File: config.mk
export PLATFORM = sky130hd
export DESIGN_NAME = bram_result_reader
export DESIGN_NICKNAME = d
export VERILOG_FILES = /design/src/rtl/bram_result_reader.sv
export SDC_FILE = /design/constraint.sdc
export NUM_CORES = 1
export LEC_CHECK = 0
export CAP_MARGIN = 10
export CORE_MARGIN = 4
export CORE_UTILIZATION = 30
export CTS_BUF_LIST = sky130_fd_sc_hd__clkbuf_2
export CTS_CLUSTER_DIAMETER = 30
export DETAILED_ROUTE_END_ITERATION = 8
export PLACE_DENSITY = 0.54
export SYNTH_ARGS = -nofsm -noshare
export SYNTH_HDL_FRONTEND = slang
export SYNTH_SLANG_ARGS = --single-unit
File: constraint.sdc
create_clock -name clk -period 4 [get_ports clk]
set_input_delay 0.8 -clock clk [delete_from_list [all_inputs] [get_ports clk]]
set_output_delay 0.8 -clock clk [all_outputs]
set_load 0.01 [all_outputs]
File: src/rtl/bram_result_reader.sv
// Read-back engine: drains words 0..len-1 from BRAM1 port B onto a valid/ready stream.
// Optional macro BRAM_READER_CHKSUM_EN adds chksum_o, the running sum of transferred beats.
module bram_result_reader #(
    parameter int CNT_BIT   = 31,
    parameter int DWIDTH    = 64,
    parameter int AWIDTH    = 8,
    parameter int MEM_SIZE  = 256,
    parameter int BUF_DEPTH = 4
) (
    input  logic               clk,
    input  logic               reset,
    input  logic               start_run_i,
    input  logic [CNT_BIT-1:0] run_count_i,
    output logic               idle_o,
    output logic               read_o,
    output logic               done_o,
    output logic [AWIDTH-1:0]  addr_b1_o,
    output logic               ce_b1_o,
    output logic               we_b1_o,
    input  logic [DWIDTH-1:0]  q_b1_i,
    output logic               m_valid_o,
    input  logic               m_ready_i,
    output logic [DWIDTH-1:0]  m_data_o,
    output logic               m_last_o
`ifdef BRAM_READER_CHKSUM_EN
    ,
    output logic [DWIDTH-1:0]  chksum_o
`endif
);

    localparam int CW = $clog2(MEM_SIZE + 1);
    localparam int PW = $clog2(BUF_DEPTH);

    localparam logic [1:0] ST_IDLE = 2'd0;
    localparam logic [1:0] ST_RUN  = 2'd1;
    localparam logic [1:0] ST_DONE = 2'd2;

    logic [1:0]        state_r;
    logic [1:0]        state_s;
    logic [CW-1:0]     len_r;
    logic [CW-1:0]     len_s;
    logic [CW-1:0]     issue_cnt_r;
    logic [CW-1:0]     beat_cnt_r;
    logic              ce_r;
    logic [AWIDTH-1:0] addr_r;
    logic              rd_vld_r;
    logic              idle_r;
    logic              read_r;
    logic              done_r;

    logic [DWIDTH-1:0] fifo_mem_r [BUF_DEPTH];
    logic [PW-1:0]     fifo_wr_ptr_r;
    logic [PW-1:0]     fifo_rd_ptr_r;
    logic [PW:0]       fifo_cnt_r;

    logic              m_valid_r;
    logic [DWIDTH-1:0] m_data_r;
    logic              m_last_r;

    logic              start_acc_s;
    logic              pop_s;
    logic              load_out_s;
    logic              fifo_empty_s;
    logic              bypass_s;
    logic              fifo_push_s;
    logic              fifo_pop_s;
    logic [CW-1:0]     head_idx_s;
    logic              head_last_s;
    logic [PW+1:0]     credit_s;
    logic              issue_s;

    // Run length clamp: anything beyond the memory depth reads the whole memory once.
    always_comb begin
        if (run_count_i > CNT_BIT'(MEM_SIZE)) begin
            len_s = CW'(MEM_SIZE);
        end else begin
            len_s = run_count_i[CW-1:0];
        end
    end

    // Handshake, buffer steering and read-credit decode.
    always_comb begin
        start_acc_s  = (state_r == ST_IDLE) && start_run_i;
        pop_s        = m_valid_r && m_ready_i;
        load_out_s   = !m_valid_r || pop_s;
        fifo_empty_s = (fifo_cnt_r == (PW+1)'(0));
        bypass_s     = load_out_s && fifo_empty_s && rd_vld_r;
        fifo_push_s  = rd_vld_r && !bypass_s;
        fifo_pop_s   = load_out_s && !fifo_empty_s;
        head_idx_s   = beat_cnt_r + CW'(pop_s);
        head_last_s  = (head_idx_s == (len_r - CW'(1)));
        // Credit counts every word already owed to the buffer, including both pipeline stages.
        credit_s     = (PW+2)'(fifo_cnt_r) + (PW+2)'(m_valid_r) + (PW+2)'(ce_r) + (PW+2)'(rd_vld_r);
        issue_s      = (state_r == ST_RUN) && (issue_cnt_r < len_r) && (credit_s < (PW+2)'(BUF_DEPTH));
    end

    // Next-state decode for IDLE -> RUN -> DONE -> IDLE.
    always_comb begin
        state_s = state_r;
        case (state_r)
            ST_IDLE: begin
                if (start_acc_s) begin
                    state_s = (len_s == CW'(0)) ? ST_DONE : ST_RUN;
                end else begin
                    state_s = ST_IDLE;
                end
            end
            ST_RUN: begin
                if (pop_s && m_last_r) begin
                    state_s = ST_DONE;
                end else begin
                    state_s = ST_RUN;
                end
            end
            ST_DONE: state_s = ST_IDLE;
            default: state_s = ST_IDLE;
        endcase
    end

    // State, status flags, run counters and the BRAM read port.
    always_ff @(posedge clk) begin
        if (reset) begin
            state_r     <= ST_IDLE;
            len_r       <= CW'(0);
            issue_cnt_r <= CW'(0);
            beat_cnt_r  <= CW'(0);
            ce_r        <= 1'b0;
            addr_r      <= AWIDTH'(0);
            rd_vld_r    <= 1'b0;
            idle_r      <= 1'b1;
            read_r      <= 1'b0;
            done_r      <= 1'b0;
        end else begin
            state_r  <= state_s;
            idle_r   <= (state_s == ST_IDLE);
            read_r   <= (state_s == ST_RUN);
            done_r   <= (state_s == ST_DONE);
            rd_vld_r <= ce_r;
            if (start_acc_s) begin
                len_r      <= len_s;
                beat_cnt_r <= CW'(0);
                addr_r     <= AWIDTH'(0);
                // The first read leaves in the cycle right after the start edge.
                if (len_s != CW'(0)) begin
                    ce_r        <= 1'b1;
                    issue_cnt_r <= CW'(1);
                end else begin
                    ce_r        <= 1'b0;
                    issue_cnt_r <= CW'(0);
                end
            end else begin
                if (issue_s) begin
                    ce_r        <= 1'b1;
                    addr_r      <= issue_cnt_r[AWIDTH-1:0];
                    issue_cnt_r <= issue_cnt_r + CW'(1);
                end else begin
                    ce_r <= 1'b0;
                end
                if (pop_s) begin
                    beat_cnt_r <= beat_cnt_r + CW'(1);
                end
            end
        end
    end

    // Buffer storage; contents are don't-care whenever the count says empty.
    always_ff @(posedge clk) begin
        if (fifo_push_s) begin
            fifo_mem_r[fifo_wr_ptr_r] <= q_b1_i;
        end
    end

    // Buffer pointers and occupancy.
    always_ff @(posedge clk) begin
        if (reset) begin
            fifo_wr_ptr_r <= PW'(0);
            fifo_rd_ptr_r <= PW'(0);
            fifo_cnt_r    <= (PW+1)'(0);
        end else begin
            if (fifo_push_s) begin
                fifo_wr_ptr_r <= fifo_wr_ptr_r + PW'(1);
            end
            if (fifo_pop_s) begin
                fifo_rd_ptr_r <= fifo_rd_ptr_r + PW'(1);
            end
            fifo_cnt_r <= fifo_cnt_r + (PW+1)'(fifo_push_s) - (PW+1)'(fifo_pop_s);
        end
    end

    // Output head register; refilled from the buffer, or straight from BRAM when the buffer is empty.
    always_ff @(posedge clk) begin
        if (reset) begin
            m_valid_r <= 1'b0;
            m_data_r  <= DWIDTH'(0);
            m_last_r  <= 1'b0;
        end else if (load_out_s) begin
            if (fifo_pop_s) begin
                m_valid_r <= 1'b1;
                m_data_r  <= fifo_mem_r[fifo_rd_ptr_r];
                m_last_r  <= head_last_s;
            end else if (rd_vld_r) begin
                m_valid_r <= 1'b1;
                m_data_r  <= q_b1_i;
                m_last_r  <= head_last_s;
            end else begin
                m_valid_r <= 1'b0;
                m_last_r  <= 1'b0;
            end
        end
    end

`ifdef BRAM_READER_CHKSUM_EN
    logic [DWIDTH-1:0] chksum_r;

    // Running modulo-2^DWIDTH sum of accepted beats, held after the run ends.
    always_ff @(posedge clk) begin
        if (reset) begin
            chksum_r <= DWIDTH'(0);
        end else if (start_acc_s) begin
            chksum_r <= DWIDTH'(0);
        end else if (pop_s) begin
            chksum_r <= chksum_r + m_data_r;
        end
    end

    assign chksum_o = chksum_r;
`endif

    assign idle_o    = idle_r;
    assign read_o    = read_r;
    assign done_o    = done_r;
    assign addr_b1_o = addr_r;
    assign ce_b1_o   = ce_r;
    assign we_b1_o   = 1'b0;
    assign m_valid_o = m_valid_r;
    assign m_data_o  = m_data_r;
    assign m_last_o  = m_last_r;

endmodule

==> summary.txt, run 1 <==
Synth
  • Most frequent cell after synthesis: edfxtp_1
  • Sequential fraction of the synthesis area: 67.9%
  • Syn nets: 1060
  • Library cells used by synthesis: 49
  • Yosys top cell area share: 52.0%
  • Synthesized area: 14800 µm²
  • Post-Syn Area per Cell: between 15 and 20 µm²
  • Ys async rst share: 0%
  • Yosys reg bits: about 370
  • Number of synthesized flops with an enable pin: approximately 260
  • Top cells by count, synth: 256 x edfxtp_1, 117 x dfxtp_1, 95 x nor2_1
  • Post-synth top flop: edfxtp_1
  • Synth warnings: 0
  • Ranking of synthesized cells by area: edfxtp_1 52%, dfxtp_1 16%, mux4_2 9.8%, mux2i_1 4.9%, a211oi_1 3.4%
  • Mapped Cells: 939
  • Largest area contributor in the netlist: edfxtp_1

CTS
  • Post-CTS resize count: 0
  • Root Buffer Master: clkbuf_2
  • Clock tree from TritonCTS: done
  • Clock transition at path regs: 0.08 ns
  • Setup repair bufs after CTS: 0
  • Max H-tree Level: 3
  • CTS max path bufs: 3
  • Cts bufs inserted: 109
  • Hold-fix buffers, CTS: 0
  • Clk sinks: approximately 370
  • Worst-skew pair later-pin latency: 1.05 ns

Worst setup path
  • Crit path max-delay family: buffers and inverters
  • Cell Chain, Critical Path: clkdlybuf4s50_1
  • R2r worst-path depth: 9
  • WP data arrival: 2.10 ns
  • CP required: about 3.2 ns
  • Worst setup path class: flop to primary output
  • Startpoint types: flop
  • Crit-path max cell delay: roughly 0.6 ns
  • CP max FO: 6
  • RR Endpoint: issue_cnt_r[2]$_SDFFE_PP0P_
  • Slowest stage cell on the critical path: clkdlybuf4s50_1
  • Critical R2R Launch: m_valid_o$_SDFFE_PP0P_
  • Worst Path Buf+Inv: 1
  • CP endpoint kind: primary output
  • R2R Setup Slk: 1.27 ns

Global route
  • Global route total overflow: 0
  • Initial antenna violation count: 4
  • Largest net degree at the start of global routing: 67
  • First-pass GRT wire length: 54.2 mm
  • GRT Util Overall: 13.1%
  • Vias in the first global route: between 9000 and 10000

Routing
  • # DRC: 0
  • WL per Instance: 17.9 µm
  • Post-Route WL: 34.8 mm
  • Vias per cell: 4.57
  • Routed via count: just under 9000
  • DRT antenna net count: 0
  • Drt pass-1 iters: 4
  • Initial DRC Count: 419

Timing
  • RSZ-0062 raised after global routing: no
  • Relative slew slack: 28.1%
  • Setup Skew: 0.0744 ns
  • Slew Limit Fails: 0
  • Max Fclk: 0.344 GHz
  • Worst hold slack: between 0.3 and 0.4 ns
  • Final setup viols: 0
  • Final hold vios: 0
  • Setup TNS Final: 0 ns
  • Final worst path period share: 72.6%
  • Slew @ Worst Pin: 1.08 ns
  • Tmin final: roughly 2.9 ns

Die
  • Boundary Pins: between 150 and 200
  • Starting Density: 30.3%
  • Core Rows: 81
  • Die W: 230 µm
  • Die Footprint: 52900 µm²
  • CORE AREA: around 50000 µm²
  • Die Ht: approximately 230 µm

Hold path
  • Hold path endpoint: ce_b1_o$_SDFF_PP0_
  • Min-delay worst type: primary input to flop
  • Hold Path Depth: 2
  • Min-delay src: reset

Pwr
  • LEAKAGE: between 6 and 7 nW
  • VDD IR-drop max: 0.362 mV
  • PD cells: 597 nW/µm²

Run status
  • Outcome: complete, no violations

Cells and area
  • Fin util: 37.7%
  • Final instance area: 18400 µm²
  • Ratio of cells with drive above 1 in the final layout: 21.5%
  • Cell Count, Final, Fillers Out: between 1500 and 2000
  • Synthesis-to-layout area growth: 24.8%
  • Final #Nets: about 1300
  • # fillers: 4727

Flow run
  • MaxCap Viol Count: 0

Place
  • DP Area: 17400 µm²
  • DP HPWL: 21.0 mm
  • Port buffer count: 176
  • Dpl cells: 1742
  • Routability cong.: 0.765
[how the worst max path moves through the flow]
| stage | cells after the start | endpoint | from |
|---|---|---|---|
| 2_1_floorplan | 3 | fifo_mem_r[1][0]$_DFFE_PP_ | m_ready_i |
| 3_5_place_dp | 13 | fifo_cnt_r[2]$_SDFF_PP0_ | m_ready_i |
| 6_report | 1 | m_valid_o | m_valid_o$_SDFFE_PP0P_ |
| 5_1_grt | 1 | m_valid_o | m_valid_o$_SDFFE_PP0P_ |
| 4_1_cts | 1 | m_valid_o | m_valid_o$_SDFFE_PP0P_ |
| 3_3_place_gp | 13 | fifo_cnt_r[2]$_SDFF_PP0_ | m_ready_i |
[metal layers]
layer | vias up | routed length [µm] | GRT usage [%]
met4 | 4 | 580 | 5.22
met3 | 44 | 2120 | 4.40
met5 | - | 34 | 0
met1 | 4401 | 15200 | 16.1
li1 | 4225 | - | -
met2 | 235 | 16900 | 21.5
[logic make-up (layout without fill, tap and decap cells)]
family	after synthesis	after routing	share of synthesized area [%]
simple gates	180	180	5.65
other cells	1	3	0.0254
xor+xnor	31	31	1.84
mux	137	137	14.7
compound gates	122	122	5.90
flops	373	373	67.9
fa+ha+maj	22	22	1.96
buf+inv	73	417	2.08
[power by group]
group          switching (W)  internal [W]  total, W
Clock                0.00165       0.00122   0.00287
Combinational        0.00150       0.00169   0.00318
Sequential          0.000426       0.00453   0.00495
[layout by cell type (no fill, tap or decap), types with 4 or more instances in the layout]
cell and instances:
nor2b_1 4, clkinv_2 16, nand4_1 7, o21ai_0 16, xnor2_1 20, mux2i_1 73, clkdlybuf4s50_1 175, a21oi_1 16
buf_12 7, ha_1 20, buf_4 12, nand2_1 21, a211oi_1 66, nor2_1 95, mux4_2 64, edfxtp_1 256
xor2_1 11, or3_1 8, nand3_1 9, inv_1 18, clkinv_1 26, dfxtp_1 115, nor4_1 8, a21o_1 4
clkbuf_2 159, nor3_1 7, and2_4 4
[final cells by class]
type / instances / area (µm²) / area share (%)
sequential: 373 / 10000 / 54.4
tap: 664 / 831 / 4.51
clock buffer: 159 / 796 / 4.32
clock inverter: 46 / 249 / 1.35
antenna: 2 / 5.00 / 0.0271
timing repair buffer: 194 / 1980 / 10.7
inverter: 18 / 67.6 / 0.366
multi-input combinational: 493 / 4470 / 24.3
[registers in the layout (all words and copies together) (netlist names), 3 cells and up, named ones only]
| name | flops |
|---|---|
| issue_cnt_r | 9 |
| m_data_o | 64 |
| addr_b1_o | 8 |
| fifo_cnt_r | 3 |
| len_r | 9 |
| fifo_mem_r | 256 |
| beat_cnt_r | 9 |
[stage by stage]
step                      total power (W)  worst slack (ns)
after floorplan                   0.00690             0.653
after global placement            0.00828             0.663
after detailed placement          0.00830             0.693
after CTS                          0.0113             0.882
after global routing               0.0118             0.887
final                              0.0110              1.10
No activity file was read; power rests on OpenSTA's default activity.
==> run 2: changes to the inputs <==
--- a/config.mk
+++ b/config.mk
@@ -11,7 +11,7 @@
 export CTS_BUF_LIST = sky130_fd_sc_hd__clkbuf_2
 export CTS_CLUSTER_DIAMETER = 30
 export DETAILED_ROUTE_END_ITERATION = 8
-export PLACE_DENSITY = 0.54
+export PLACE_DENSITY = 0.56
 export SYNTH_ARGS = -nofsm -noshare
 export SYNTH_HDL_FRONTEND = slang
 export SYNTH_SLANG_ARGS = --single-unit
==> constraint.sdc (replaced) <==
create_clock -name clk -period 2.5 [get_ports clk]
set_input_delay 0.5 -clock clk [delete_from_list [all_inputs] [get_ports clk]]
set_output_delay 0.5 -clock clk [all_outputs]
set_load 0.01 [all_outputs]
==> run 2 against run 1 <==
Utilization rose by 1.9 points. Non-clock buffer count rose by 102. Global-route usage is essentially flat. Critical path type is now flop to flop.
==> summary.txt, run 2 (synthesis gave the netlist of run 1 again) <==
Place
  • DP HPWL: 21.7 mm
  • Port buffer count: roughly 180
  • Place WS: -0.288 ns
  • Routability cong.: 0.781

Worst setup path
  • CP max FO: 14
  • Startpoint types: flop
  • CP required: 3.40 ns
  • CP endpoint kind: flop
  • Worst setup path class: flop to flop
  • WP data arrival: 3.26 ns
  • R2R Setup Slk: about 0.14 ns
  • RR Endpoint: issue_cnt_r[7]$_SDFFE_PP0P_
  • Critical R2R Launch: ce_b1_o$_SDFF_PP0_
  • R2r worst-path depth: 9

Cells and area
  • Ratio of cells with drive above 1 in the final layout: 22.6%
  • Multi-input combinational cell area: 4480 µm²
  • Final #Nets: 1411
  • Max reg flops: 256
  • # fillers: between 4000 and 5000
  • Biggest register: fifo_mem_r
  • Most common cell after layout, fill and taps aside: edfxtp_1
  • Synthesis-to-layout area growth: 31.0%
  • Most frequent cells in the layout: 256 x edfxtp_1, 157 x clkbuf_2, 111 x dfxtp_1, 97 x clkdlybuf4s50_1, 95 x nor2_1
  • Seq. cell area: 10000 µm²

Routing
  • Routed via count: 9209
  • Post-Route WL: 34.8 mm
  • Met2 wire length: 17.1 mm
  • # DRC: 0
  • DRT antenna net count: 0
  • Vias per cell: 4.50
  • DR top layer: met4
  • WL per Instance: 17.0 µm
  • WL met1: 14.9 mm
  • Met3 WL: 1.97 mm
  • Drt pass-1 iters: 6
  • Initial DRC Count: 372

Global route
  • Vias in the first global route: 9828
  • Largest net degree at the start of global routing: about 60
  • GRT Util Overall: about an eighth
  • Initial antenna violation count: 2
  • First-pass GRT wire length: 54.5 mm
  • Global route total overflow: 0

CTS
  • Clk sinks: 373
  • Clock tree from TritonCTS: done
  • Root Buffer Master: clkbuf_2
  • Worst-skew pair later-pin latency: about 1.1 ns
  • Max H-tree Level: 3
  • Setup repair bufs after CTS: 0
  • CTS max path bufs: 3
  • Cts bufs inserted: 108
  • Clock transition at path regs: roughly 0.09 ns

Die
  • Die Ht: approximately 230 µm
  • Core Rows: 81
  • Die Footprint: 52900 µm²
  • Starting Density: 30.3%
  • Die W: around 230 µm
  • Boundary Pins: roughly 180
  • CORE AREA: 48800 µm²

Timing
  • Final hold vios: 0
  • Relative slew slack: 65.4%
  • Final setup viols: 0
  • Slew Limit Fails: 0
  • Final worst path period share: 94.5%
  • Setup Skew: 0.113 ns
  • Max Fclk: around 0.42 GHz
  • Setup TNS Final: 0 ns
  • Slew @ Worst Pin: 0.520 ns
  • Final worst slack: 0.137 ns
  • Tmin final: 2.36 ns

Flow run
  • MaxCap Viol Count: 0

Hold path
  • Min-delay worst type: primary input to flop
  • Min-delay src: q_b1_i[46]
  • Hold path endpoint: fifo_mem_r[1][46]$_DFFE_PP_
  • Hold Path Depth: 1

Pwr
  • LEAKAGE: 7.16 nW
  • VDD IR-drop max: 0.556 mV
  • PD cells: roughly 900 nW/µm²

Run status
  • Outcome: complete, no violations
[run 2: cell types whose count changed in the layout (fill, tap and decap cells not counted), sizes merged]
| cell | before | now |
|---|---|---|
| clkdlybuf4s15 | 0 | 4 |
| clkbuf | 159 | 157 |
| buf | 19 | 49 |
| dlygate4sd2 | 0 | 74 |
| clkinvlp | 1 | 2 |
| bufinv | 2 | 0 |
| inv | 19 | 22 |
| clkdlybuf4s50 | 175 | 97 |
| dlygate4sd3 | 0 | 72 |
| clkinv | 42 | 39 |
[run 2: cell type report]
cell class / count / share of cell area [%]
Multi-Input combinational cell: 493 / 23.1
Clock inverter: 45 / 1.14
Tap cell: 664 / 4.29
Inverter: 18 / 0.349
Clock buffer: 157 / 4.06
Antenna cell: 2 / 0.0258
Timing Repair Buffer: 296 / 15.2
Sequential cell: 373 / 51.8
[run 2: timing repair]
item / 4_1_cts / 5_1_grt
pin swaps: 0 / 0
hold buffers: 72 / 0
resized for setup: 87 / 1
endpoints found under the setup margin: 78 / 4
hold endpoints to repair: 345 / 0
[run 2: worst max-delay path by stage]
stage,cells after the start,slack [ns],startpoint,end
2_1_floorplan,13,0.03,m_ready_i,fifo_cnt_r[2]$_SDFF_PP0_
3_3_place_gp,12,-0.25,m_ready_i,fifo_cnt_r[2]$_SDFF_PP0_
3_5_place_dp,10,-0.29,m_ready_i,m_last_o$_SDFFE_PP0P_
4_1_cts,1,0.008,m_data_o[14]$_SDFFE_PP0P_,m_data_o[14]
5_1_grt,9,-0.03,ce_b1_o$_SDFF_PP0_,issue_cnt_r[2]$_SDFFE_PP0P_
6_report,9,0.14,ce_b1_o$_SDFF_PP0_,issue_cnt_r[7]$_SDFFE_PP0P_
[run 2: report_power, final]
part	switching (W)	internal, W	leakage (nW)
combinational	0.00268	0.00262	3.12
clock	0.00263	0.00176	0.772
sequential	0.000444	0.00725	3.27
total	0.00575	0.0116	7.16
[run 2: through the flow]
step                      total power (W)  util [%]  hold slack (ns)  cells  area, µm²
final                              0.0174      39.7            0.216   2048      19400
after global routing               0.0186      39.7           0.0770   2048      19400
after CTS                          0.0178      39.6          0.00186   2046      19400
after detailed placement           0.0135      36.3            0.492   1772      17700
after global placement             0.0135      36.3            0.485   1772      17700
after floorplan                    0.0111         -            0.456    939      14800
[run 2: worst max-delay path, stage by stage, from the launching register on]
cell,delay (ns)
dfxtp_2,0.35
fa_1,0.41
ha_1,0.19
a21oi_1,0.11
nand2_1,0.08
a31oi_2,0.23
o221ai_2,0.19
buf_4,0.24
o311ai_1,0.30
o41ai_1,0.13
[run 2: per-layer routing]
layer | vias to the layer above | global-route usage [%]
li1 | 4404 | -
met1 | 4533 | 16.1
met2 | 219 | 22.1
met3 | 53 | 3.77
met4 | 0 | 5.22
met5 | - | 0
==> run 3: changes to the inputs <==
--- a/config.mk
+++ b/config.mk
@@ -15,3 +15,4 @@
 export SYNTH_ARGS = -nofsm -noshare
 export SYNTH_HDL_FRONTEND = slang
 export SYNTH_SLANG_ARGS = --single-unit
+export TNS_END_PERCENT = 10
==> run 3 against run 2 <==
Sequential cell count unchanged. Largest power group unchanged. First-iteration DRC count increased by 7.8%. Final cell count is 1.4% lower. Combinational power barely moved. Clock power up 3%. Register-to-register slack improved by 0.04 ns. Total power up 0.45%. Via count increased by 0.49%. Clock-buffer cell count down 6.
==> summary.txt, run 3 (synthesis gave the netlist of run 1 again) <==
Worst setup path
  • R2r worst-path depth: 9
  • Crit path from: ce_b1_o$_SDFF_PP0_
  • Startpoint types: flop
  • Critical R2R Launch: ce_b1_o$_SDFF_PP0_
  • CP endpoint kind: flop
  • RR Endpoint: issue_cnt_r[3]$_SDFFE_PP0P_
  • R2R Setup Slk: 0.18 ns
  • CP max FO: 18
  • Worst setup path endpoint: issue_cnt_r[3]$_SDFFE_PP0P_
  • CP required: approximately 3.4 ns
  • Worst setup path class: flop to flop
  • WP data arrival: 3.24 ns

Timing
  • Tmin final: approximately 2.3 ns
  • Final worst path period share: 93.0%
  • Worst hold slack: 0.196 ns
  • Final worst slack: 0.176 ns
  • Relative slew slack: a little over three fifths
  • Final setup viols: 0
  • Slew @ Worst Pin: 0.556 ns
  • Final hold vios: 0
  • Slew Limit Fails: 0
  • Setup Skew: 0.0940 ns
  • Max Fclk: 0.430 GHz

Routing
  • DRT antenna net count: 0
  • Initial DRC Count: 401
  • WL per Instance: roughly 17 µm
  • Drt pass-1 iters: 4
  • Routed via count: 9254
  • Vias per cell: about 4.6
  • # DRC: 0
  • Post-Route WL: 35.0 mm

Die
  • CORE AREA: 48800 µm²
  • Core Rows: slightly above 80
  • Die W: 230 µm
  • Boundary Pins: between 150 and 200
  • Die Footprint: 52900 µm²
  • Die Ht: 230 µm
  • Starting Density: 30.3%

Pwr
  • VDD IR-drop max: 0.640 mV
  • PD cells: roughly 900 nW/µm²
  • LEAKAGE: just over 7 nW
  • Design Power: roughly 0.017 W

Run status
  • Outcome: complete, no violations

Global route
  • GRT Util Overall: 13.2%
  • Largest net degree at the start of global routing: 65
  • Vias in the first global route: 9940
  • Initial antenna violation count: 3
  • First-pass GRT wire length: 55.0 mm
  • Global route total overflow: 0

Flow run
  • MaxCap Viol Count: 0

Cells and area
  • Ratio of cells with drive above 1 in the final layout: 21.3%
  • Most common cell after layout, fill and taps aside: edfxtp_1
  • Biggest register: fifo_mem_r
  • Synthesis-to-layout area growth: 30.6%
  • # fillers: 4686
  • Final #Nets: 1393
  • Most frequent cells in the layout: 256 x edfxtp_1, 151 x clkbuf_2, 114 x dfxtp_1, 99 x clkdlybuf4s50_1, 95 x nor2_1
  • Max reg flops: 256

CTS
  • Clock tree from TritonCTS: done
  • Cts bufs inserted: 103
  • Max H-tree Level: 3
  • Worst-skew pair later-pin latency: 1.02 ns
  • Clk sinks: between 300 and 400
  • CTS max path bufs: 3
  • Clock transition at path regs: around 0.10 ns
  • Root Buffer Master: clkbuf_2

Place
  • Place WS: -0.271 ns
  • DP HPWL: 21.2 mm
  • Port buffer count: 176
  • Routability cong.: 0.764

Hold path
  • Min-delay worst type: primary input to flop
==> run 3: cell types whose count changed in the layout (fill, tap and decap cells not counted), moves of 5 or more <==
cell / previous run / this run
buf_12: 15 / 20
buf_4: 34 / 21
clkbuf_2: 157 / 151
clkinv_2: 14 / 7
dlygate4sd3_1: 72 / 66
==> run 3: worst max-delay path: stages (launching register included) <==
cell	delay [ns]
dfxtp_2	0.35
fa_1	0.41
ha_1	0.19
a21oi_1	0.11
nand2_1	0.08
a31oi_2	0.21
o221ai_2	0.20
buf_6	0.22
or3_1	0.35
a21oi_1	0.12
==> run 3: through the flow <==
stage / instance area [µm²] / TNS (ns) / std cells / utilization (%)
global placement: 17700 / -0.544 / 1765 / 36.3
floorplan: 14800 / -105.05 / 939 / -
finish: 19300 / 0 / 2020 / 39.5
CTS: 19300 / 0 / 2019 / 39.5
global route: 19300 / -0.00346 / 2020 / 39.5
detailed placement: 17700 / -1.23 / 1765 / 36.3
==> run 3: how the worst min path moves through the flow <==
stage                                           start                     endpoint  slack, ns  depth (start not counted)
after CTS                                  q_b1_i[38]  fifo_mem_r[0][38]$_DFFE_PP_      0.003                          1
after detailed placement    addr_b1_o[6]$_SDFFE_PP0P_    addr_b1_o[6]$_SDFFE_PP0P_       0.49                          2
final                                      q_b1_i[38]  fifo_mem_r[1][38]$_DFFE_PP_       0.20                          1
after global placement     beat_cnt_r[8]$_SDFFE_PP0P_   beat_cnt_r[8]$_SDFFE_PP0P_       0.48                          2
after floorplan           issue_cnt_r[8]$_SDFFE_PP0P_  issue_cnt_r[8]$_SDFFE_PP0P_       0.46                          2
after global routing                       q_b1_i[26]  fifo_mem_r[2][26]$_DFFE_PP_       0.04                          1
==> run 3: timing repair <==
action | 4_1_cts | 5_1_grt
endpoints found under the hold margin | 261 | 0
endpoints found under the setup margin | 75 | 5
setup buffers | 0 | 0
hold buffers | 66 | 0
resized for setup | 77 | 3
==> run 3: area by class of cell <==
type	count	area (µm²)	share of cell area (%)
Antenna cell	1	2.50	0.0130
Clock buffer	151	756	3.91
Clock inverter	37	244	1.26
Inverter	18	67.6	0.350
Multi-Input combinational cell	493	4480	23.2
Sequential cell	373	10000	52.0
Tap cell	664	831	4.30
Timing Repair Buffer	283	2890	15.0
==> run 3: layer usage <==
metal | vias up | share of wire [%] | global-route usage (%)
met1 | 4592 | 44 | 16.5
met5 | - | 0.066 | 0
met2 | 217 | 49 | 21.7
met4 | 4 | 2.1 | 5.52
met3 | 67 | 5.1 | 3.83
li1 | 4374 | - | -
==> run 3: power breakdown <==
part	internal (W)	total [W]	switching (W)
combinational	0.00259	0.00533	0.00274
clock	0.00196	0.00450	0.00254
sequential	0.00725	0.00763	0.000384
total	0.0118	0.0175	0.00567
